[config.mk]
export PLATFORM = sky130hd
export DESIGN_NAME = conv_sequencer
export DESIGN_NICKNAME = d
export VERILOG_FILES = /design/src/rtl/conv_pkg.sv /design/src/rtl/conv_tap_gen.sv /design/src/rtl/conv_sequencer.sv
export SDC_FILE = /design/constraint.sdc
export NUM_CORES = 1
export LEC_CHECK = 0
export ABC_AREA = 0
export ABC_CLOCK_PERIOD_IN_PS = 13800
export CORE_ASPECT_RATIO = 2
export CORE_MARGIN = 1.5
export CORE_UTILIZATION = 40
export CTS_CLUSTER_SIZE = 14
export DETAILED_ROUTE_END_ITERATION = 8
export GPL_TIMING_DRIVEN = 0
export HOLD_SLACK_MARGIN = 0.02
export MAX_ROUTING_LAYER = met4
export PLACE_DENSITY = 0.69
export SYNTH_ARGS = -nofsm -noshare
export SYNTH_HDL_FRONTEND = slang
export SYNTH_SLANG_ARGS = --single-unit
[constraint.sdc]
create_clock -name clk -period 13.8 [get_ports clk]
set_clock_uncertainty 0.2 [all_clocks]
set_input_delay 2.07 -clock clk [delete_from_list [all_inputs] [get_ports clk]]
set_output_delay 2.07 -clock clk [all_outputs]
set_load 0.1 [all_outputs]
[src/rtl/conv_pkg.sv]
// Shared types and constants for the convolution sequencer and its tap generator.
package conv_pkg;

    localparam int unsigned KERNEL_SIZE = 3;
    localparam int unsigned TAPS        = KERNEL_SIZE * KERNEL_SIZE;
    localparam int unsigned MAX_N       = 16;
    localparam int unsigned COORD_W     = 5;
    localparam int unsigned IDX_W       = 4;

    typedef enum logic [2:0] {
        ST_IDLE  = 3'd0,
        ST_LOAD  = 3'd1,
        ST_SCAN  = 3'd2,
        ST_DRAIN = 3'd3,
        ST_DONE  = 3'd4
    } state_t;

    typedef struct packed {
        logic               valid;
        logic               pad;
        logic [IDX_W-1:0]   idx;
        logic               last;
        logic [COORD_W-1:0] row;
        logic [COORD_W-1:0] col;
    } tap_t;

endpackage

[src/rtl/conv_tap_gen.sv]
// Nested row/col/kr/kc scan counters; decodes the current tap into a buffer
// address and a zero-pad flag for taps that fall outside the N x N matrix.
module conv_tap_gen
    import conv_pkg::*;
#(
    parameter int unsigned ADDR_W = 8
) (
    input  logic               clk,
    input  logic               rst,
    input  logic               i_clear,
    input  logic               i_step,
    input  logic [COORD_W-1:0] i_n,
    output logic [ADDR_W-1:0]  o_addr_c,
    output logic               o_pad_c,
    output logic [IDX_W-1:0]   o_idx_c,
    output logic               o_last_c,
    output logic               o_final_c,
    output logic [COORD_W-1:0] o_row,
    output logic [COORD_W-1:0] o_col
);

    localparam logic [1:0]                K_LAST = 2'(KERNEL_SIZE - 1);
    localparam logic signed [COORD_W:0]   S_ONE  = (COORD_W + 1)'(1);

    logic [COORD_W-1:0]        r_row;
    logic [COORD_W-1:0]        r_col;
    logic [1:0]                r_kr;
    logic [1:0]                r_kc;
    logic signed [COORD_W:0]   w_tr;
    logic signed [COORD_W:0]   w_tc;
    logic signed [COORD_W:0]   w_n;
    logic [COORD_W-1:0]        w_n_m1;

    // Tap coordinate in one extra signed bit so that -1 is visible
    assign w_n    = $signed({1'b0, i_n});
    assign w_n_m1 = i_n - COORD_W'(1);
    assign w_tr   = $signed({1'b0, r_row}) + $signed({{(COORD_W-1){1'b0}}, r_kr}) - S_ONE;
    assign w_tc   = $signed({1'b0, r_col}) + $signed({{(COORD_W-1){1'b0}}, r_kc}) - S_ONE;

    assign o_pad_c   = w_tr[COORD_W] || w_tc[COORD_W] || (w_tr >= w_n) || (w_tc >= w_n);
    assign o_addr_c  = ADDR_W'(w_tr[COORD_W-1:0]) * ADDR_W'(i_n) + ADDR_W'(w_tc[COORD_W-1:0]);
    assign o_idx_c   = IDX_W'(r_kr) * IDX_W'(KERNEL_SIZE) + IDX_W'(r_kc);
    assign o_last_c  = (o_idx_c == IDX_W'(TAPS - 1));
    assign o_final_c = o_last_c && (r_row == w_n_m1) && (r_col == w_n_m1);
    assign o_row     = r_row;
    assign o_col     = r_col;

    // kc innermost, then kr, col, row; wraps to the origin after the final tap
    always_ff @(posedge clk) begin
        if (rst || i_clear) begin
            r_row <= '0;
            r_col <= '0;
            r_kr  <= '0;
            r_kc  <= '0;
        end else if (i_step) begin
            if (r_kc != K_LAST) begin
                r_kc <= r_kc + 2'd1;
            end else begin
                r_kc <= '0;
                if (r_kr != K_LAST) begin
                    r_kr <= r_kr + 2'd1;
                end else begin
                    r_kr <= '0;
                    if (r_col != w_n_m1) begin
                        r_col <= r_col + COORD_W'(1);
                    end else begin
                        r_col <= '0;
                        r_row <= (r_row != w_n_m1) ? r_row + COORD_W'(1) : '0;
                    end
                end
            end
        end
    end

endmodule

[src/rtl/conv_sequencer.sv]
// Control FSM for the convolution engine: loads an N x N frame into the buffer,
// then streams buffer read addresses / pad flags for every 3x3 tap of every output.
module conv_sequencer #(
    parameter int unsigned DATA_W = 8,
    parameter int unsigned MAX_N  = conv_pkg::MAX_N,
    parameter int unsigned ADDR_W = $clog2(MAX_N * MAX_N)
) (
    input  logic                         clk,
    input  logic                         rst,
    input  logic                         start,
    input  logic [conv_pkg::COORD_W-1:0] size,
    input  logic                         pix_valid,
    input  logic [DATA_W-1:0]            pix_in,
    output logic                         pix_ready,
    output logic                         buf_we,
    output logic [ADDR_W-1:0]            buf_waddr,
    output logic [DATA_W-1:0]            buf_wdata,
    output logic [ADDR_W-1:0]            buf_raddr,
    output logic                         tap_valid,
    output logic                         tap_pad,
    output logic [conv_pkg::IDX_W-1:0]   tap_idx,
    output logic                         tap_last,
    output logic [conv_pkg::COORD_W-1:0] out_row,
    output logic [conv_pkg::COORD_W-1:0] out_col,
    output logic                         busy,
    output logic                         done,
    output logic                         err
);

    import conv_pkg::*;

    localparam int unsigned SQ_W = 2 * COORD_W;

    state_t              r_state;
    state_t              w_state_nxt;
    logic [COORD_W-1:0]  r_n;
    logic [ADDR_W-1:0]   r_load_cnt;
    logic                r_all_issued;
    logic [ADDR_W-1:0]   r_raddr;
    logic                r_err;
    tap_t                r_stage;
    tap_t                r_tap;
    tap_t                w_stage_d;

    logic [SQ_W-1:0]     w_sq;
    logic [ADDR_W-1:0]   w_cnt_last;
    logic                w_size_ok;
    logic                w_accept;
    logic                w_load_last;
    logic                w_issue;
    logic [ADDR_W-1:0]   w_addr;
    logic                w_pad;
    logic [IDX_W-1:0]    w_idx;
    logic                w_last;
    logic                w_final;
    logic [COORD_W-1:0]  w_row;
    logic [COORD_W-1:0]  w_col;

    assign w_sq        = SQ_W'(r_n) * SQ_W'(r_n);
    assign w_cnt_last  = ADDR_W'(w_sq - SQ_W'(1));
    assign w_size_ok   = (size >= COORD_W'(KERNEL_SIZE)) && (32'(size) <= MAX_N);
    assign w_accept    = (r_state == ST_IDLE) && start && w_size_ok;
    assign w_load_last = buf_we && (r_load_cnt == w_cnt_last);
    // Tap 0 is issued on the final pixel accept so its address is live on SCAN entry
    assign w_issue     = w_load_last || ((r_state == ST_SCAN) && !r_all_issued);

    assign buf_we    = pix_valid && pix_ready;
    assign buf_waddr = r_load_cnt;
    assign buf_wdata = pix_in;
    assign buf_raddr = r_raddr;
    assign tap_valid = r_tap.valid;
    assign tap_pad   = r_tap.pad;
    assign tap_idx   = r_tap.idx;
    assign tap_last  = r_tap.last;
    assign out_row   = r_tap.row;
    assign out_col   = r_tap.col;
    assign err       = r_err;

    conv_tap_gen #(
        .ADDR_W (ADDR_W)
    ) u_tap_gen (
        .clk       (clk),
        .rst       (rst),
        .i_clear   (w_accept),
        .i_step    (w_issue),
        .i_n       (r_n),
        .o_addr_c  (w_addr),
        .o_pad_c   (w_pad),
        .o_idx_c   (w_idx),
        .o_last_c  (w_last),
        .o_final_c (w_final),
        .o_row     (w_row),
        .o_col     (w_col)
    );

    always_ff @(posedge clk) begin
        if (rst) begin
            r_state <= ST_IDLE;
        end else begin
            r_state <= w_state_nxt;
        end
    end

    always_comb begin
        w_state_nxt = r_state;
        case (r_state)
            ST_IDLE:  if (w_accept)     w_state_nxt = ST_LOAD;
            ST_LOAD:  if (w_load_last)  w_state_nxt = ST_SCAN;
            ST_SCAN:  if (r_all_issued) w_state_nxt = ST_DRAIN;
            ST_DRAIN: w_state_nxt = ST_DONE;
            ST_DONE:  w_state_nxt = ST_IDLE;
            default:  w_state_nxt = ST_IDLE;
        endcase
    end

    always_comb begin
        pix_ready = 1'b0;
        busy      = 1'b0;
        done      = 1'b0;
        case (r_state)
            ST_IDLE:  busy = 1'b0;
            ST_LOAD:  begin pix_ready = 1'b1; busy = 1'b1; end
            ST_DONE:  begin done = 1'b1; busy = 1'b1; end
            default:  busy = 1'b1;
        endcase
    end

    always_comb begin
        w_stage_d = '0;
        if (w_issue) begin
            w_stage_d.valid = 1'b1;
            w_stage_d.pad   = w_pad;
            w_stage_d.idx   = w_idx;
            w_stage_d.last  = w_last;
            w_stage_d.row   = w_row;
            w_stage_d.col   = w_col;
        end
    end

    // Load counter, read address and the two-deep tap metadata pipeline
    always_ff @(posedge clk) begin
        if (rst) begin
            r_n          <= '0;
            r_load_cnt   <= '0;
            r_all_issued <= 1'b0;
            r_raddr      <= '0;
            r_err        <= 1'b0;
            r_stage      <= '0;
            r_tap        <= '0;
        end else begin
            r_err <= (r_state == ST_IDLE) && start && !w_size_ok;
            if (w_accept) begin
                r_n          <= size;
                r_load_cnt   <= '0;
                r_all_issued <= 1'b0;
            end else begin
                if (buf_we) begin
                    r_load_cnt <= r_load_cnt + ADDR_W'(1);
                end
                if (w_issue && w_final) begin
                    r_all_issued <= 1'b1;
                end
            end
            if (w_issue && !w_pad) begin
                r_raddr <= w_addr;
            end
            r_stage <= w_stage_d;
            r_tap   <= r_stage;
        end
    end

endmodule

==> summary.md <==
| Metric | Value |
|---|---|
| Status | completed |
| Root Driver | clkbuf_16 |
| Fmax | 156 MHz |
| Yosys cell types | 60 |
| Starting DRC count in detailed routing | 273 |
| Slowest CP cell | clkdlybuf4s50_1 |
| R2R Setup Slk | 8.43 ns |
| Synth Area in Compound Gates | 12.0% |
| Clk pin slew, worst setup/hold paths | 0.06 ns |
| Met3 GRT Util | 2.70% |
| Vias in the first global route | 4382 |
| Adder-cell share of the synthesized area | 23.6% |
| Clk sinks | 74 |
| Global-route wire length before repair | 20.1 mm |
| Total grt overflow | 0 |
| Post-synth EDFFs | 0 |
| Post-synthesis net count | 656 |
| Clock insertion delay at the later pin of the skew report | 0.33 ns |
| PostCTS Resize Cnt | 0 |
| Clk buf depth | 2 |
| Most frequent cells in the layout | dfxtp_1, ha_1, inv_1, clkdlybuf4s50_1, nor2_1 |
| GRT Util Overall | 20.2% |
| Vias | 4207 |
| Die width | 82.6 um |
| Worst EP required | 11.53 ns |
| WL final | 12.1 mm |
| Area Overhead vs Synth | 21.1% |
| Worst Setup Start Kind | input port |
| Hold buffers post-CTS | 0 |
| Hold EP | out_col[1] |
| GR Layer Usage met2 | 35.7% |
| # setup viols final | 0 |
| Initial antenna violation count | 0 |
| Min-delay worst type | reg -> reg |
| WS Path Type | in -> out |
| Sum Neg Setup Slack | 0 ns |
| Diodes inserted | 0 |
| Synth Area in XOR/XNOR | 7.63% |
| Leakage dissipation | 2.65 nW |
| Pre-CTS WS | 7.39 ns |
| Final hold viol count | 0 |
| #FFs+latches synth | 74 |
| Core Area | 12500 um^2 |
| Most used DFF post-synth | dfxtp_1 |
| VDD IR max | 74.7 uV |
| Maxcap violations | 0 |
| Die H | 162 um |
| Drt wl/cell | 15.5 um |
| Slew margin rel. | 35.1% |
| Num CTS Buffers | 9 |
| Io pins | 63 |
| First-pass DRT Iterations | 4 |
| Worst-margin pin slew | 0.971 ns |
| RSZ-0062 raised after global routing | false |
| Syn Inst Count | 556 |
| Simple-Gate Fraction of Synth Area | 17.7% |
| Hold Path Depth | 1 |
| Residual DRC | 0 |
| Multiplexer area fraction after synthesis | 1.80% |
| H-tree depth | 3 |
| Die area | 13400 um^2 |
| Reg-to-Reg End | buf_raddr[7] |
| Pin count of the biggest net entering global routing | 14 |
| Power Density | 96.8 nW/um^2 |
| Max-slew violations | 0 |
| Critical path data arrival time | 4.15 ns |
| DP Area | 5800 um^2 |
| Detail Route Antenna Nets | 0 |
| Vias per Instance | 5.42 |
| Register-to-Register Path Depth | 20 |
| Share of cells above drive strength 1 | 7.67% |
| FF-to-FF Start | u_tap_gen.o_row[1] |
| Crit-path cells | clkdlybuf4s50_1 -> nor4bb_1 -> buf_4 -> clkdlybuf4s50_1 |
| Met1 GRT Util | 18.7% |
| Tcrit/Tclk final | 46.5% |
| Number of setup buffers added after CTS | 0 |
| Most Frequent Cell on Critical Path | clkdlybuf4s50_1 |
| Fin worst setup slack | 7.38 ns |
| GPL Wtd Cong | 0.890 |
| Post-synth ARST share | 0% |
| Largest family of logic cells by synthesized area | adder cells |
| Starting Density | 40.6% |
| Sequential share of the synthesized area | 29.2% |
| Synth warnings | 0 |
| Mean post-synth cell area | 9.12 um^2 |
| Critical path fanouts, max | 8 |
| Final min period | 6.42 ns |
| Commonest non-fill, non-tap cell in the layout | dfxtp_1 |
| GR peak layer | met2 |
| Post-DP HPWL | 9.78 mm |
| Site Rows | 58 |
| Synthesized area | 5070 um^2 |
| CTS tree | yes |
| Worst hold start | r_stage[1] |
| Port Buffers | 54 |
| Final Instance Area | 6140 um^2 |
| Crit. End Element | output port |
| Nets | 721 |
| CP peak stage delay | 1.14 ns |
## sequential cells by signal (all words and copies together), names as in the netlist
signal / count
r_stage: 17
buf_raddr: 8
buf_waddr: 8
out_col: 5
out_row: 5
r_n: 5
u_tap_gen.o_col: 5
u_tap_gen.o_row: 5
tap_idx: 4
r_state: 3
u_tap_gen.r_kc: 2
u_tap_gen.r_kr: 2
err: 1
r_all_issued: 1
tap_last: 1
tap_pad: 1
tap_valid: 1
## cells in the mapped netlist, types with 2 or more instances
library cell	instances	area [um^2]
nor2b_1	19	119
nor2_1	37	139
and3_2	2	15.0
o31ai_1	4	30.0
a211oi_2	2	25.0
buf_2	9	45.0
o311ai_1	2	17.5
nand3_2	2	20.0
and2_1	16	100
and4_1	3	26.3
clkbuf_1	11	41.3
xnor3_1	2	45.0
a211o_1	2	17.5
nor3_1	18	90.1
fa_1	21	420
nand4_1	7	43.8
mux2i_1	8	80.1
o21a_1	2	15.0
o2111a_1	2	22.5
o21ai_0	13	65.1
inv_1	56	210
ha_1	62	776
buf_4	11	82.6
o211ai_1	2	15.0
a21o_1	9	67.6
nor4bb_1	2	20.0
o221ai_1	2	17.5
and3_1	3	18.8
a31oi_1	2	12.5
o211a_1	2	20.0
nor3b_1	3	22.5
xor2_1	13	114
nand3_1	18	90.1
nand2_1	31	116
dfxtp_1	74	1480
xnor2_1	26	228
a211oi_1	3	22.5
nand2b_1	4	25.0
a21oi_1	26	130
o22ai_1	4	25.0
buf_6	2	22.5
## kinds of logic after synthesis
| family | after synthesis |
|---|---|
| DFF | 74 |
| adders and majority gates | 83 |
| AOI/OAI and AO/OA | 88 |
| buffers and inverters | 90 |
| and+or+nand+nor | 171 |
| xor gates and xnor gates | 41 |
| muxes | 9 |
## worst max-delay path, delay by kind of cell
family / cells / cell delay (ns)
buf+inv: 3 / 1.81
simple gates: 1 / 0.28
## layout make-up
class	instances	area (um^2)
fillers	1192	6340
inverters	57	214
flip-flops and latches	74	1480
multi-input cells	392	3180
clock buffers	10	229
well taps	150	188
repair buffers	54	541
plain buffers	33	191
clock inverters	6	113
## how the worst max path moves through the flow
stage | depth (start not counted) | start | to
after floorplan | 2 | pix_valid | buf_we
after global placement | 4 | pix_valid | buf_we
after detailed placement | 4 | pix_valid | buf_we
after CTS | 4 | pix_valid | buf_we
after global routing | 4 | pix_valid | buf_we
final | 4 | pix_valid | buf_we
## layer usage
| metal | vias to the layer above | share of wire (%) |
|---|---|---|
| li1 | 2001 | - |
| met1 | 2012 | 34 |
| met2 | 139 | 55 |
| met3 | 55 | 3.5 |
| met4 | 0 | 7.1 |
| met5 | - | 0 |
## per-stage QoR
stage	hold WS (ns)	total power (W)	utilization, %	instances
6_report	0.233	0.000594	49.2	776
5_1_grt	0.254	0.000619	49.2	776
4_1_cts	0.238	0.000599	49.2	776
3_5_place_dp	0.223	0.000329	46.4	760
3_3_place_gp	0.217	0.000327	46.4	760
2_1_floorplan	0.214	0.000304	-	556
## report_power, final
group	leakage, nW	switching (W)	total, W	internal (W)
Clock	0.167	0.0000925	0.000270	0.000178
Combinational	1.88	0.0000649	0.000108	0.0000427
Sequential	0.597	0.00000183	0.000217	0.000215
(Power assumes the default switching activity.)
==> edit 1, RTL diff (same settings) <==
The parameter `DATA_W` goes from 8 to 6.
--- a/src/rtl/conv_sequencer.sv
+++ b/src/rtl/conv_sequencer.sv
@@ -1,7 +1,7 @@
 // Control FSM for the convolution engine: loads an N x N frame into the buffer,
 // then streams buffer read addresses / pad flags for every 3x3 tap of every output.
 module conv_sequencer #(
-    parameter int unsigned DATA_W = 8,
+    parameter int unsigned DATA_W = 6,
     parameter int unsigned MAX_N  = conv_pkg::MAX_N,
     parameter int unsigned ADDR_W = $clog2(MAX_N * MAX_N)
 ) (
Interface: changed (resized buf_wdata and pix_in); port bits go from 63 to 59. No check against the original RTL was run, so the function may have changed too.
==> edit 1 against the unedited design <==
Synthesized area shrank 0.30%. Highest routed layer unchanged. Final area down 1.2%. Via count fell by 2.4%. Critical path depth did not move. Power is 5.9% lower. Worst setup slack better by 0.00091 ns. Critical endpoint unchanged. Wire length decreased by 0.21%. Sequential cell count unchanged.
==> edit 1: results (changes against the unedited design) <==
- Maximum VDD drop: 0.0774 mV (+3.5%)
- The number of buffer cells added on primary ports is 52 (-3.7%).
* Sequential share of the synthesized area: 29.3% (+0.087 points)
- The share of synthesized registers carrying an async set or reset came to 0% (unchanged).
- Wire length of the first global-routing pass: 19600 um (-2.1%)
- Setup slack at placement: 7.39 ns (-0.00263 ns)
- # nets final: 715 (-0.83%)
- The number of vias in the routed layout is 4108 (-2.4%).
- GR Layer Usage met3: 2.42% (-0.28 points)
- Final WL: 12000 um (-0.21%)
- The fill cell total of the finished layout came to 1170 (-1.8%).
- The combined global-route utilization of all metal layers is 19.9% (-0.31 points).
* Post-DP HPWL: 9740 um (-0.38%)
- The maximum fanout along the worst path was 8 (unchanged).
- Worst-Margin Slew: 1.00 ns (+0.0335 ns)
- The met2 usage was 36.6% (+0.89 points).
* Nets in the synthesized netlist: 652 (-0.61%)
* Share of final-layout standard cells stronger than drive strength 1: 7.40% (-0.27 points)
- Result of the run: finished clean
* Number of design-rule violations left by the first detailed-router iteration: 211 (-23%)
* Arrival time worst endpoint: 4.15 ns (about the same)
- Final estimated routing congestion in global placement: 0.878 (-1.3%)
* GRT met1 Usage: 18.3% (-0.44 points)
- The leakage power is 0.00261 uW (-1.5%).
* Largest net degree at the start of global routing: 13 (-1)
- Number of global-route vias before repair: 4240 (-3.2%)
* Main area contributors after synthesis: sky130_fd_sc_hd__dfxtp_1 29%, sky130_fd_sc_hd__ha_1 15%, sky130_fd_sc_hd__fa_1 8.3%
==> edit 1: cells by family (layout without fill, tap and decap cells) <==
group	count (synthesis)	in the layout	share of synthesized area (%)
buffers and inverters	88	156	7.72
DFF	74	74	29.3
and+or+nand+nor	171	171	17.8
adders and majority gates	83	83	23.7
xor gates and xnor gates	41	41	7.65
muxes	9	9	1.81
AOI/OAI and AO/OA	88	88	12.1
==> edit 1: worst max-delay path: cells and delay by family <==
kind          cells  cell delay [ns]
buf+inv           3             1.80
simple gates      1             0.27
==> edit 1: cell type report <==
cell class	count	share of cell area [%]
well taps	147	3.03
clock buffers	12	4.23
inverters	57	3.53
plain buffers	31	2.91
repair buffers	52	8.58
clock inverters	4	0.825
flip-flops and latches	74	24.4
multi-input cells	392	52.5
==> edit 1: final timing paths <==
check                                     to              start  slack (ns)
worst max register to register  buf_raddr[7]  u_tap_gen.r_kr[1]        8.44
worst min register to register    out_row[3]         r_stage[8]        0.23
worst max-delay path                  buf_we          pix_valid        7.38
worst min-delay path              out_row[3]         r_stage[8]        0.23
==> edit 1: metal layers <==
| metal | share of wire [%] | wire length [um] | vias up |
|---|---|---|---|
| li1 | - | - | 1995 |
| met1 | 36 | 4290 | 1984 |
| met2 | 57 | 6820 | 93 |
| met3 | 2.5 | 295 | 36 |
| met4 | 5.2 | 629 | 0 |
| met5 | 0 | 0 | - |
==> edit 1: through the flow <==
stage | std cells | utilization, % | instance area (um2)
2_1_floorplan | 554 | - | 5050
3_3_place_gp | 753 | 46.9 | 5760
3_5_place_dp | 753 | 46.9 | 5760
4_1_cts | 769 | 49.4 | 6060
5_1_grt | 769 | 49.4 | 6060
6_report | 769 | 49.4 | 6060
==> edit 1: where the power goes <==
part | internal [uW] | switching [uW] | leakage (uW)
combinational | 41.9 | 62.4 | 0.00187
clock | 149 | 88.7 | 0.000145
sequential | 215 | 1.84 | 0.000597
==> edit 2, RTL diff (config.mk and constraints unchanged) <==
Without the edit above. Register the output `err` once more, with the module's reset; this adds one clock of latency there. The other outputs are not delayed to match.
--- a/src/rtl/conv_sequencer.sv
+++ b/src/rtl/conv_sequencer.sv
@@ -74,7 +74,13 @@
     assign tap_last  = r_tap.last;
     assign out_row   = r_tap.row;
     assign out_col   = r_tap.col;
-    assign err       = r_err;
+    always_ff @(posedge clk) begin
+        if (rst) begin
+            err <= '0;
+        end else begin
+            err <= r_err;
+        end
+    end
 
     conv_tap_gen #(
         .ADDR_W (ADDR_W)
Function: changed (a bounded check fails within 4 cycles, from zero or initial values and one cycle with rst high).
==> edit 2 against the unedited design <==
Power is 6.2% lower. Worst setup slack better by 0.0075 ns. Critical path depth stayed put. Global-route usage is 0.61 points lower. Wire length is 3.2% lower. First-iteration DRC count is 37% lower. Synthesized area is 1.8% lower. Clock power is 14% lower. Sequential cell count is 1 higher. Final area is 2.3% lower.
==> edit 2: results (changes against the unedited design) <==
* Result of the run: finished clean
- The routed length per instance is 15.4 um (-0.74%).
- Gate count after technology mapping: 540 (-2.9%)
- The number of vias per cell was 5.24 (-3.4%).
* Cell with the biggest individual delay on the critical path: sky130_fd_sc_hd__clkdlybuf4s50_1
* H-tree level count: 3 (unchanged)
- The met2 usage came to 36.8% (+1.1 points).
- Total routing usage reported by global routing: 19.6% (-0.61 points)
- The fill cell total of the finished layout came to 1168 (-2.0%).
- Number of global-route vias before repair: 4107 (-6.3%)
- LEAKAGE: 0.00255 uW (-3.5%)
* Post-CTS setup buffer count: 0 (unchanged)
* Ys Warns: 0 (unchanged)
* Fraction of registers with async set/reset: 0% (unchanged)
- The initial DRC count came to 171 (-37%).
* Maximum VDD drop: 0.0943 mV (+26%)
- The register-to-register setup slack was 8.34 ns (-0.09 ns).
- Share of final-layout standard cells stronger than drive strength 1: 6.39% (-1.3 points)
- The startpoint identified for the worst hold timing path is r_stage[14].
- The final weighted congestion of routability-driven global placement came to 0.937 (+5.3%).
- Wire length of the first global-routing pass: 19000 um (-5.5%)
* Internal power: 401 uW (-7.8%)
- Tightest slew margin relative to the limit: 34.2% (-0.84 points)
* # nets final: 705 (-2.2%)
- Commonest cells in the synthesized netlist: 75 x sky130_fd_sc_hd__dfxtp_1, 62 x sky130_fd_sc_hd__ha_1, 56 x sky130_fd_sc_hd__inv_1
- Distinct cell type count of the synthesized netlist: 57 (-5.0%)
- The half-perimeter wire length after placement came to 9510 um (-2.7%).
- For hold timing, the worst endpoint is tap_idx[3].
* Cell count after placement: 741 (-2.5%)
* Main area contributors after synthesis: sky130_fd_sc_hd__dfxtp_1 30%, sky130_fd_sc_hd__ha_1 16%, sky130_fd_sc_hd__fa_1 8.4%
* Final WL: 11700 um (-3.2%)
* Beginning of the worst register-to-register path: u_tap_gen.r_kr[1]
- The detailed-routing iteration count for the pre-antenna-repair pass is 4 (unchanged).
- GR Layer Usage met3: 2.27% (-0.42 points)
- The antenna diode count is 0 (unchanged).
* Nets in the synthesized netlist: 640 (-2.4%)
* Arrival time worst endpoint: 4.14 ns (about the same)
- Clock-pin slew was measured on the worst setup and hold paths at 0.05 ns.
* Final Hold Viols: 0 (unchanged)
* Sequential share of the synthesized area: 30.2% (+0.92 points)
- The fraction of met1 tracks used by global routing was 16.9% (-1.8 points).
-- edit 2: cell types whose count changed after synthesis, sizes merged, moves of 5 or more --
cell / before / now
xnor2: 26 / 32
nand2: 31 / 20
buf: 22 / 17
and3: 5 / 11
and2: 17 / 12
a21oi: 26 / 33
-- edit 2: worst max path at each step --
stage,endpoint,slack [ns],depth (start not counted)
after global routing,buf_we,7.31,4
after CTS,buf_we,7.38,4
after detailed placement,buf_we,7.40,4
final,buf_we,7.39,4
after global placement,buf_we,7.39,4
after floorplan,buf_we,8.86,2
-- edit 2: power by group through the flow --
stage | clock, uW | combinational, uW | sequential, uW
global route | 242 | 118 | 220
CTS | 235 | 107 | 220
floorplan | 0 | 81.7 | 226
finish | 232 | 106 | 220
detailed placement | 0 | 106 | 225
global placement | 0 | 103 | 225
-- edit 2: cell families (layout without fill, tap and decap cells) --
kind of cell / after synthesis / in the layout / synth area share [%]
adder cells (fa/ha/maj): 83 / 83 / 24.0
XOR/XNOR: 43 / 43 / 8.12
flip-flops: 75 / 75 / 30.2
AO/OA/AOI/OAI: 83 / 83 / 11.2
AND/OR/NAND/NOR: 159 / 159 / 17.2
buffers and inverters: 88 / 158 / 7.46
multiplexers: 9 / 9 / 1.91
-- edit 2: final cells by class --
| type | instances | area, um2 | share of cell area [%] |
|---|---|---|---|
| plain buffers | 31 | 158 | 2.63 |
| flip-flops and latches | 75 | 1500 | 25.0 |
| multi-input cells | 377 | 3110 | 51.8 |
| inverters | 57 | 214 | 3.57 |
| well taps | 147 | 184 | 3.07 |
| clock buffers | 10 | 229 | 3.82 |
| repair buffers | 54 | 541 | 9.01 |
| clock inverters | 6 | 65.1 | 1.08 |
-- edit 2: layer usage --
layer  wire (um)  part of all wire (%)  vias to the layer above
li1            -                     -                     1933
met2        6610                    57                      122
met5           0                     0                        -
met4         682                   5.8                        0
met3         392                   3.4                       36
met1        3980                    34                     1873
-- edit 2: through the flow --
stage               total power (uW)  cell area, um2  util [%]  hold WS [ns]  setup slack [ns]
floorplan                        308            4980         -         0.214              8.86
global route                     580            6000      49.5         0.256              7.31
CTS                              562            6000      49.5         0.241              7.38
finish                           558            6000      49.5         0.234              7.39
global placement                 328            5700      47.0         0.215              7.39
detailed placement               331            5700      47.0         0.227              7.40
